<file path="src/rtl/mips_pkg.sv">
// Shared definitions for the multi-cycle MIPS controller: opcodes, ALU op codes,
// datapath select constants and the controller state enumeration.
package mips_pkg;

  localparam logic [5:0] OP_RTYPE = 6'h00;
  localparam logic [5:0] OP_LW    = 6'h23;
  localparam logic [5:0] OP_SW    = 6'h2B;
  localparam logic [5:0] OP_BEQ   = 6'h04;
  localparam logic [5:0] OP_J     = 6'h02;
  localparam logic [5:0] OP_ADDI  = 6'h08;

  localparam logic [1:0] ALUOP_ADD   = 2'b00;
  localparam logic [1:0] ALUOP_SUB   = 2'b01;
  localparam logic [1:0] ALUOP_FUNCT = 2'b10;

  localparam logic [1:0] ALU_SRC_B_REG     = 2'b00;
  localparam logic [1:0] ALU_SRC_B_FOUR    = 2'b01;
  localparam logic [1:0] ALU_SRC_B_IMM     = 2'b10;
  localparam logic [1:0] ALU_SRC_B_IMM_SH2 = 2'b11;

  localparam logic [1:0] PC_SRC_ALU    = 2'b00;
  localparam logic [1:0] PC_SRC_ALUOUT = 2'b01;
  localparam logic [1:0] PC_SRC_JUMP   = 2'b10;

  typedef enum logic [3:0] {
    StFetch    = 4'd0,
    StDecode   = 4'd1,
    StMemAddr  = 4'd2,
    StMemRead  = 4'd3,
    StMemWb    = 4'd4,
    StMemWrite = 4'd5,
    StExecute  = 4'd6,
    StAluWb    = 4'd7,
    StBranch   = 4'd8,
    StJump     = 4'd9,
    StAddiExec = 4'd10,
    StAddiWb   = 4'd11
  } state_e;

endpackage

</file>
<file path="src/rtl/mips_control_fsm.sv">
// Multi-cycle MIPS main controller: fetch/decode/execute/memory/write-back sequencing.
// Define MIPS_ADDI_EN to add the addi path (states 10/11); otherwise 0x08 is illegal.
module mips_control_fsm
  import mips_pkg::*;
(
  input  logic       clk,
  input  logic       reset,
  input  logic [5:0] opcode,
  input  logic       mem_ready,
  output logic       pc_write,
  output logic       pc_write_cond,
  output logic [1:0] pc_source,
  output logic       i_or_d,
  output logic       mem_read,
  output logic       mem_write,
  output logic       ir_write,
  output logic       mem_to_reg,
  output logic       reg_dst,
  output logic       reg_write,
  output logic       alu_src_a,
  output logic [1:0] alu_src_b,
  output logic [1:0] alu_op,
  output logic       instr_done,
  output logic       illegal_op,
  output logic [3:0] state
);

  state_e state_q, state_d;

  always_ff @(posedge clk) begin
    if (reset) begin
      state_q <= StFetch;
    end else begin
      state_q <= state_d;
    end
  end

  assign state = state_q;

  always_comb begin
    state_d = StFetch;
    case (state_q)
      StFetch:    state_d = mem_ready ? StDecode : StFetch;
      StDecode: begin
        case (opcode)
          OP_LW, OP_SW: state_d = StMemAddr;
          OP_RTYPE:     state_d = StExecute;
          OP_BEQ:       state_d = StBranch;
          OP_J:         state_d = StJump;
`ifdef MIPS_ADDI_EN
          OP_ADDI:      state_d = StAddiExec;
`endif
          default:      state_d = StFetch;
        endcase
      end
      StMemAddr:  state_d = (opcode == OP_LW) ? StMemRead : StMemWrite;
      StMemRead:  state_d = mem_ready ? StMemWb : StMemRead;
      StMemWb:    state_d = StFetch;
      StMemWrite: state_d = mem_ready ? StFetch : StMemWrite;
      StExecute:  state_d = StAluWb;
      StAluWb:    state_d = StFetch;
      StBranch:   state_d = StFetch;
      StJump:     state_d = StFetch;
`ifdef MIPS_ADDI_EN
      StAddiExec: state_d = StAddiWb;
      StAddiWb:   state_d = StFetch;
`endif
      // Unused encodings fall back to fetch on the next edge.
      default:    state_d = StFetch;
    endcase
  end

  always_comb begin
    pc_write      = 1'b0;
    pc_write_cond = 1'b0;
    pc_source     = PC_SRC_ALU;
    i_or_d        = 1'b0;
    mem_read      = 1'b0;
    mem_write     = 1'b0;
    ir_write      = 1'b0;
    mem_to_reg    = 1'b0;
    reg_dst       = 1'b0;
    reg_write     = 1'b0;
    alu_src_a     = 1'b0;
    alu_src_b     = ALU_SRC_B_REG;
    alu_op        = ALUOP_ADD;
    instr_done    = 1'b0;
    illegal_op    = 1'b0;
    case (state_q)
      StFetch: begin
        mem_read  = 1'b1;
        alu_src_b = ALU_SRC_B_FOUR;
        ir_write  = mem_ready;
        pc_write  = mem_ready;
      end
      StDecode: begin
        alu_src_b = ALU_SRC_B_IMM_SH2;
        case (opcode)
          OP_LW, OP_SW, OP_RTYPE, OP_BEQ, OP_J: illegal_op = 1'b0;
`ifdef MIPS_ADDI_EN
          OP_ADDI:                              illegal_op = 1'b0;
`endif
          default:                              illegal_op = 1'b1;
        endcase
      end
      StMemAddr: begin
        alu_src_a = 1'b1;
        alu_src_b = ALU_SRC_B_IMM;
      end
      StMemRead: begin
        mem_read = 1'b1;
        i_or_d   = 1'b1;
      end
      StMemWb: begin
        reg_write  = 1'b1;
        mem_to_reg = 1'b1;
        instr_done = 1'b1;
      end
      StMemWrite: begin
        mem_write  = 1'b1;
        i_or_d     = 1'b1;
        instr_done = mem_ready;
      end
      StExecute: begin
        alu_src_a = 1'b1;
        alu_op    = ALUOP_FUNCT;
      end
      StAluWb: begin
        reg_write  = 1'b1;
        reg_dst    = 1'b1;
        instr_done = 1'b1;
      end
      StBranch: begin
        alu_src_a     = 1'b1;
        alu_op        = ALUOP_SUB;
        pc_write_cond = 1'b1;
        pc_source     = PC_SRC_ALUOUT;
        instr_done    = 1'b1;
      end
      StJump: begin
        pc_write   = 1'b1;
        pc_source  = PC_SRC_JUMP;
        instr_done = 1'b1;
      end
`ifdef MIPS_ADDI_EN
      StAddiExec: begin
        alu_src_a = 1'b1;
        alu_src_b = ALU_SRC_B_IMM;
      end
      StAddiWb: begin
        reg_write  = 1'b1;
        instr_done = 1'b1;
      end
`endif
      default: ;
    endcase
  end

endmodule

</file>
<file path="config.mk">
export PLATFORM = sky130hd
export DESIGN_NAME = mips_control_fsm
export DESIGN_NICKNAME = d
export VERILOG_FILES = /design/src/rtl/mips_pkg.sv /design/src/rtl/mips_control_fsm.sv
export SDC_FILE = /design/constraint.sdc
export NUM_CORES = 1
export LEC_CHECK = 0
export BUFFER_PORTS_ARGS = -buffer_cell sky130_fd_sc_hd__buf_2
export CAP_MARGIN = 25
export CORE_AREA = 2 2 39 41
export DETAILED_ROUTE_END_ITERATION = 7
export DIE_AREA = 0 0 41 43
export PLACE_DENSITY = 0.74
export SETUP_SLACK_MARGIN = 0.1
export SYNTH_ARGS = -nofsm -noshare
export SYNTH_HDL_FRONTEND = slang
export SYNTH_SLANG_ARGS = --single-unit
</file>
<file path="constraint.sdc">
create_clock -name clk -period 1.94 [get_ports clk]
set_clock_uncertainty 0.05 [all_clocks]
set_input_delay 0 -clock clk [delete_from_list [all_inputs] [get_ports clk]]
set_output_delay 0 -clock clk [all_outputs]
set_load 0.05 [all_outputs]
</file>
* After elaboration in Yosys (flattened, before gate mapping)
Index checks and enable logic that the tools add are counted.
** Operators by class
- $add $sub $neg :: 0
- $mul :: 0
- Divide/modulo/power cells :: 0
- $lt $le $gt $ge :: 0
- Equality and inequality tests :: 13
- Shift operators :: 0
- Muxes and demuxes :: 22
- Bitwise gates (word level) :: 0
- Reductions and logical operators :: 9
** Operators by type and width (count)
- $pmux W4 S6 :: 1
- $eq A4 B3 Y1 const B :: 4
- $pmux W4 S4 :: 1
- $eq A6 B6 Y1 const B :: 2
- $mux W1 :: 12
- $mux W3 :: 3
- $eq A4 B2 Y1 const B :: 2
- $eq A4 B4 Y1 const B :: 2
- $pmux W2 S2 :: 2
- $reduce_or A2 Y1 :: 4
- $eq A6 B2 Y1 const B :: 1
- $eq A6 B3 Y1 const B :: 1
- $logic_not A6 Y1 :: 1
- $pmux W2 S3 :: 1
- $reduce_or A5 Y1 :: 1
- $eq A4 B1 Y1 const B :: 1
- $logic_not A4 Y1 :: 1
- $pmux W1 S2 :: 2
- $reduce_or A4 Y1 :: 1
- $reduce_or A3 Y1 :: 1
** Word-level totals
- Register bits after elaboration :: 4
- Latch bits :: 0
- RAM bits :: 0
- Memory bits (read-only) :: 0
- Input bits :: 9
- Output and inout port bits :: 22
- Logic and storage cells :: 45
- Memories kept :: 0

* Depth between registers and ports, before layout
- Depth after elaboration :: 4
- Gate-level depth with buffers :: 5
- Depth with buffers taken out :: 4

* Worst setup path before layout
Ideal clock, no wire load.
- Path type :: reg2out
- Start point :: register state_q[2] (netlist: state[2])
- End point :: output reg_write
- Arrival time :: 2.555 ns
- Required time :: 1.890 ns
- Setup slack :: -0.665 ns
- Stages on the path, launching flop included :: 5
- Buffers on the path :: 1
- Cell sequence :: dfxtp_1 buf_6 nand2b_1 nor3_1 or2_1
** On the way
- Longest elaborated chain between the ends :: 3
- Elaborated cells between the ends (all ways) :: 4
- Those cells by class :: 2 x eq/ne; 1 x mux; 1 x reduce/logical
** RTL lines
- from (decl) :: RTL line mips_control_fsm.sv:28 : state_e state_q, state_d;
- from (signal assigned) :: RTL line mips_control_fsm.sv:32 : state_q <= StFetch;
- from (signal assigned) :: RTL line mips_control_fsm.sv:34 : state_q <= state_d;
- $eq A4 B3 Y1 :: RTL line mips_control_fsm.sv:89 : case (state_q)
- $reduce_or A2 Y1 (no line) (*)
- $mux W1 (*) :: RTL line mips_control_fsm.sv:89
- to (decl) :: RTL line mips_control_fsm.sv:19 : output logic reg_write,
Mark *: on every way between the ends. The rest lies on a longest branch, timed or not.

* Final worst setup path
- Start point :: register state_q[2] (netlist: state[2])
- End point :: output pc_write
** On the way
- Longest elaborated chain between the ends :: 2
- Elaborated cells between the ends (all ways) :: 3
- Those cells by class :: 1 x eq/ne; 1 x mux; 1 x reduce/logical
** RTL lines
- $eq A4 B4 Y1 / $logic_not A4 Y1 (equally long branches) :: RTL line mips_control_fsm.sv:89
- $pmux W1 S2 (*) :: RTL line mips_control_fsm.sv:89
- to (decl) :: RTL line mips_control_fsm.sv:10 : output logic pc_write,
Marked as above.

==> impl_metrics.py <==
metrics = {
    "run_status": {
        "outcome": "finished clean",
    },
    "critical_path": {
        "worstReg2RegStart": "state[2]",
        "cp.required_ns": 1.89,
        "worstReg2RegEnd": "state[2]",
        "r2r_slack_ns": 0.52,
        "crit_end": "pc_write",
        "crit_path_end_kind": "output port",
        "critPathArrivalTime_ns": 1.69,
        "reg2regPathDepth": 3,
        "start_kind": "register",
        "crit_path_max_fanout": 11,
        "crit_start": "state[2]",
        "criticalPathCategory": "reg -> out",
    },
    "drt": {
        "vias": 586,
        "drt_iter0_drc": 13,
        "vias_per_cell": 5.14,
        "post_drt_wl_per_cell_um": 10.7,
        "first_pass_iters": 5,
        "drc": 0,
        "wirelength_um": 1230,
        "postRouteAntennaNets": 0,
    },
    "timing": {
        "min_period_over_period_pct": 89.6,
        "fin_tns_setup_ns": 0,
        "timing.hold.ws_ns": 0.0265,
        "slew_viol_final": 0,
        "max_freq_mhz": 575,
        "finalSetupViolCount": 0,
        "fin_crit_ns": 1.74,
        "tightest_slew_ns": 0.467,
        "rsz0062_at_grt": "false",
        "finalHoldViolCount": 0,
        "maxSlewHeadroom_pct": 68.8,
    },
    "floorplan": {
        "core_area_um2": 1380,
        "row_count": 14,
        "start_util_pct": 36.6,
        "die_h_um": 43,
        "ios": 31,
        "die_area_um2": 1760,
        "die_width_um": 41,
    },
    "clock_tree": {
        "htree_levels": 1,
        "clock-sinks": 4,
        "clkTransAtPathRegs_ns": 0.04,
        "clockBufferDepth": 2,
        "clkLatencyLatePin_ns": 0.23,
        "holdBufCountCts": 0,
        "postCtsSetupBuffers": 0,
        "root_buffer": "clkbuf_4",
        "cts_tree": "yes",
        "cts_buffers": 3,
    },
    "synth": {
        "yosys.cell_types.count": 37,
        "synth-warning-count": 0,
        "synth_nets": 80,
        "synth_flop_cell": "dfxtp_1",
        "synth-seq-area-share_pct": 15.8,
        "async_reset_ff_share_pct": 0,
        "synth_top_area_share_pct": 15.8,
        "syn_inst": 71,
        "synth-seq-cells": 4,
        "avgSynthCellArea_um2": 7.14,
        "yosysTopAreaCell": "dfxtp_1",
        "synth_area_um2": 507,
        "synth-edff-count": 0,
        "synthTopCellsByArea": "dfxtp_1 (16%), nor2_1 (8.1%), nor3_1 (5.9%), buf_4 (4.4%), buf_6 (4.4%)",
    },
    "placed_design": {
        "port_buffers": 30,
        "dp.cells": 111,
        "dp_hpwl_um": 982,
        "placed_cell_area_um2": 669,
        "gp_congestion": 0.784,
    },
    "grt": {
        "overflow": 0,
        "grt_max_degree": 19,
        "grt_first_pass_wirelength_um": 1930,
        "antenna_found_initial": 0,
        "grt_use_total_pct": 15.8,
        "first_global_vias": 477,
    },
    "flow_run": {
        "cap_violations": 0,
    },
    "pwr": {
        "cellPowerDensity_nw_per_um2": 416,
        "leakagePower_nw": 0.314,
        "vdd_drop_max_mv": 0.234,
    },
    "layout": {
        "final_cell_mix": "buf_2 (30), nor2_1 (10), nand2_1 (5), nor3_1 (4)",
        "layout.cells.non_filler": 114,
        "fillers": 147,
        "design_area_um2": 693,
        "multi_input_area_um2": 408,
        "area_growth_pct": 36.8,
        "regArea_um2": 81.3,
        "drive_above_1_share_pct": 51.0,
        "final_common_cell": "buf_2",
        "largest_register_ffs": 4,
        "nets": 109,
        "antennaDiodeCount": 0,
    },
    "worst_hold_path": {
        "hp-class": "in -> reg",
    },
}
-- power by group --
group          switching [mW]  total (mW)  internal (mW)  leakage, nW
clock                  0.0315       0.100         0.0690       0.0138
sequential            0.00181      0.0862         0.0844       0.0330
combinational          0.0688       0.102         0.0328        0.268
total                   0.102       0.288          0.186        0.314
-- cells in the mapped netlist, types with 2 or more instances --
cell type / instances
a21oi_1: 2
or2_1: 2
buf_4: 3
o21ai_1: 2
nor2_1: 11
nor3_1: 6
dfxtp_1: 4
nand2_1: 5
nor2b_2: 2
nand2b_1: 2
xnor2_1: 2
o21ai_0: 2
and3_1: 2
o21a_1: 2
buf_6: 2
-- worst max-delay path, stage by stage (launching register included) --
cell	delay, ns
dfxtp_1	0.60
nor2_1	0.20
and3_1	0.23
or2_4	0.22
buf_2	0.21
-- layout make-up --
cell class                 count  share of cell area, %
sequential                     4                   11.7
multi-input combinational     59                   58.8
clock buffer                   3                   3.25
tap                           16                   2.89
timing repair buffer          31                   22.7
inverter                       1                  0.542
-- through the flow --
step / setup slack, ns / total power [mW] / utilization (%)
floorplan: -0.332 / 0.163 / -
finish: 0.201 / 0.288 / 50.1
CTS: 0.128 / 0.291 / 50.0
detailed placement: 0.362 / 0.189 / 48.4
global placement: 0.410 / 0.188 / 48.4
global route: 0.129 / 0.305 / 50.1
-- logic make-up after synthesis --
logic type	count (synthesis)	synth area share [%]
buffers and inverters	8	13.6
and+or+nand+nor	40	43.7
xor gates and xnor gates	2	3.46
DFF	4	15.8
AOI/OAI and AO/OA	15	19.3
muxes	2	4.20
-- worst min path at each step --
| stage | startpoint | to | cells past startpoint |
|---|---|---|---|
| 2_1_floorplan | opcode[1] | state[0] | 2 |
| 3_3_place_gp | opcode[1] | state[0] | 3 |
| 3_5_place_dp | reset | state[1] | 4 |
| 4_1_cts | reset | state[1] | 4 |
| 5_1_grt | opcode[1] | state[0] | 3 |
| 6_report | reset | state[1] | 4 |
-- metal layers --
metal / vias to the layer above / track usage, % / wire length [µm]
met2: 28 / 25.9 / 610
met1: 250 / 18.1 / 524
met5: - / 0 / 0
met3: 0 / 3.14 / 90
met4: 0 / 8.00 / 0
li1: 308 / - / -
-- repair_timing --
item,CTS,global route
hold endpoints to repair,0,0
endpoints found under the setup margin,0,2
gates resized for setup,0,1
Power figures use the tool's default switching activity.
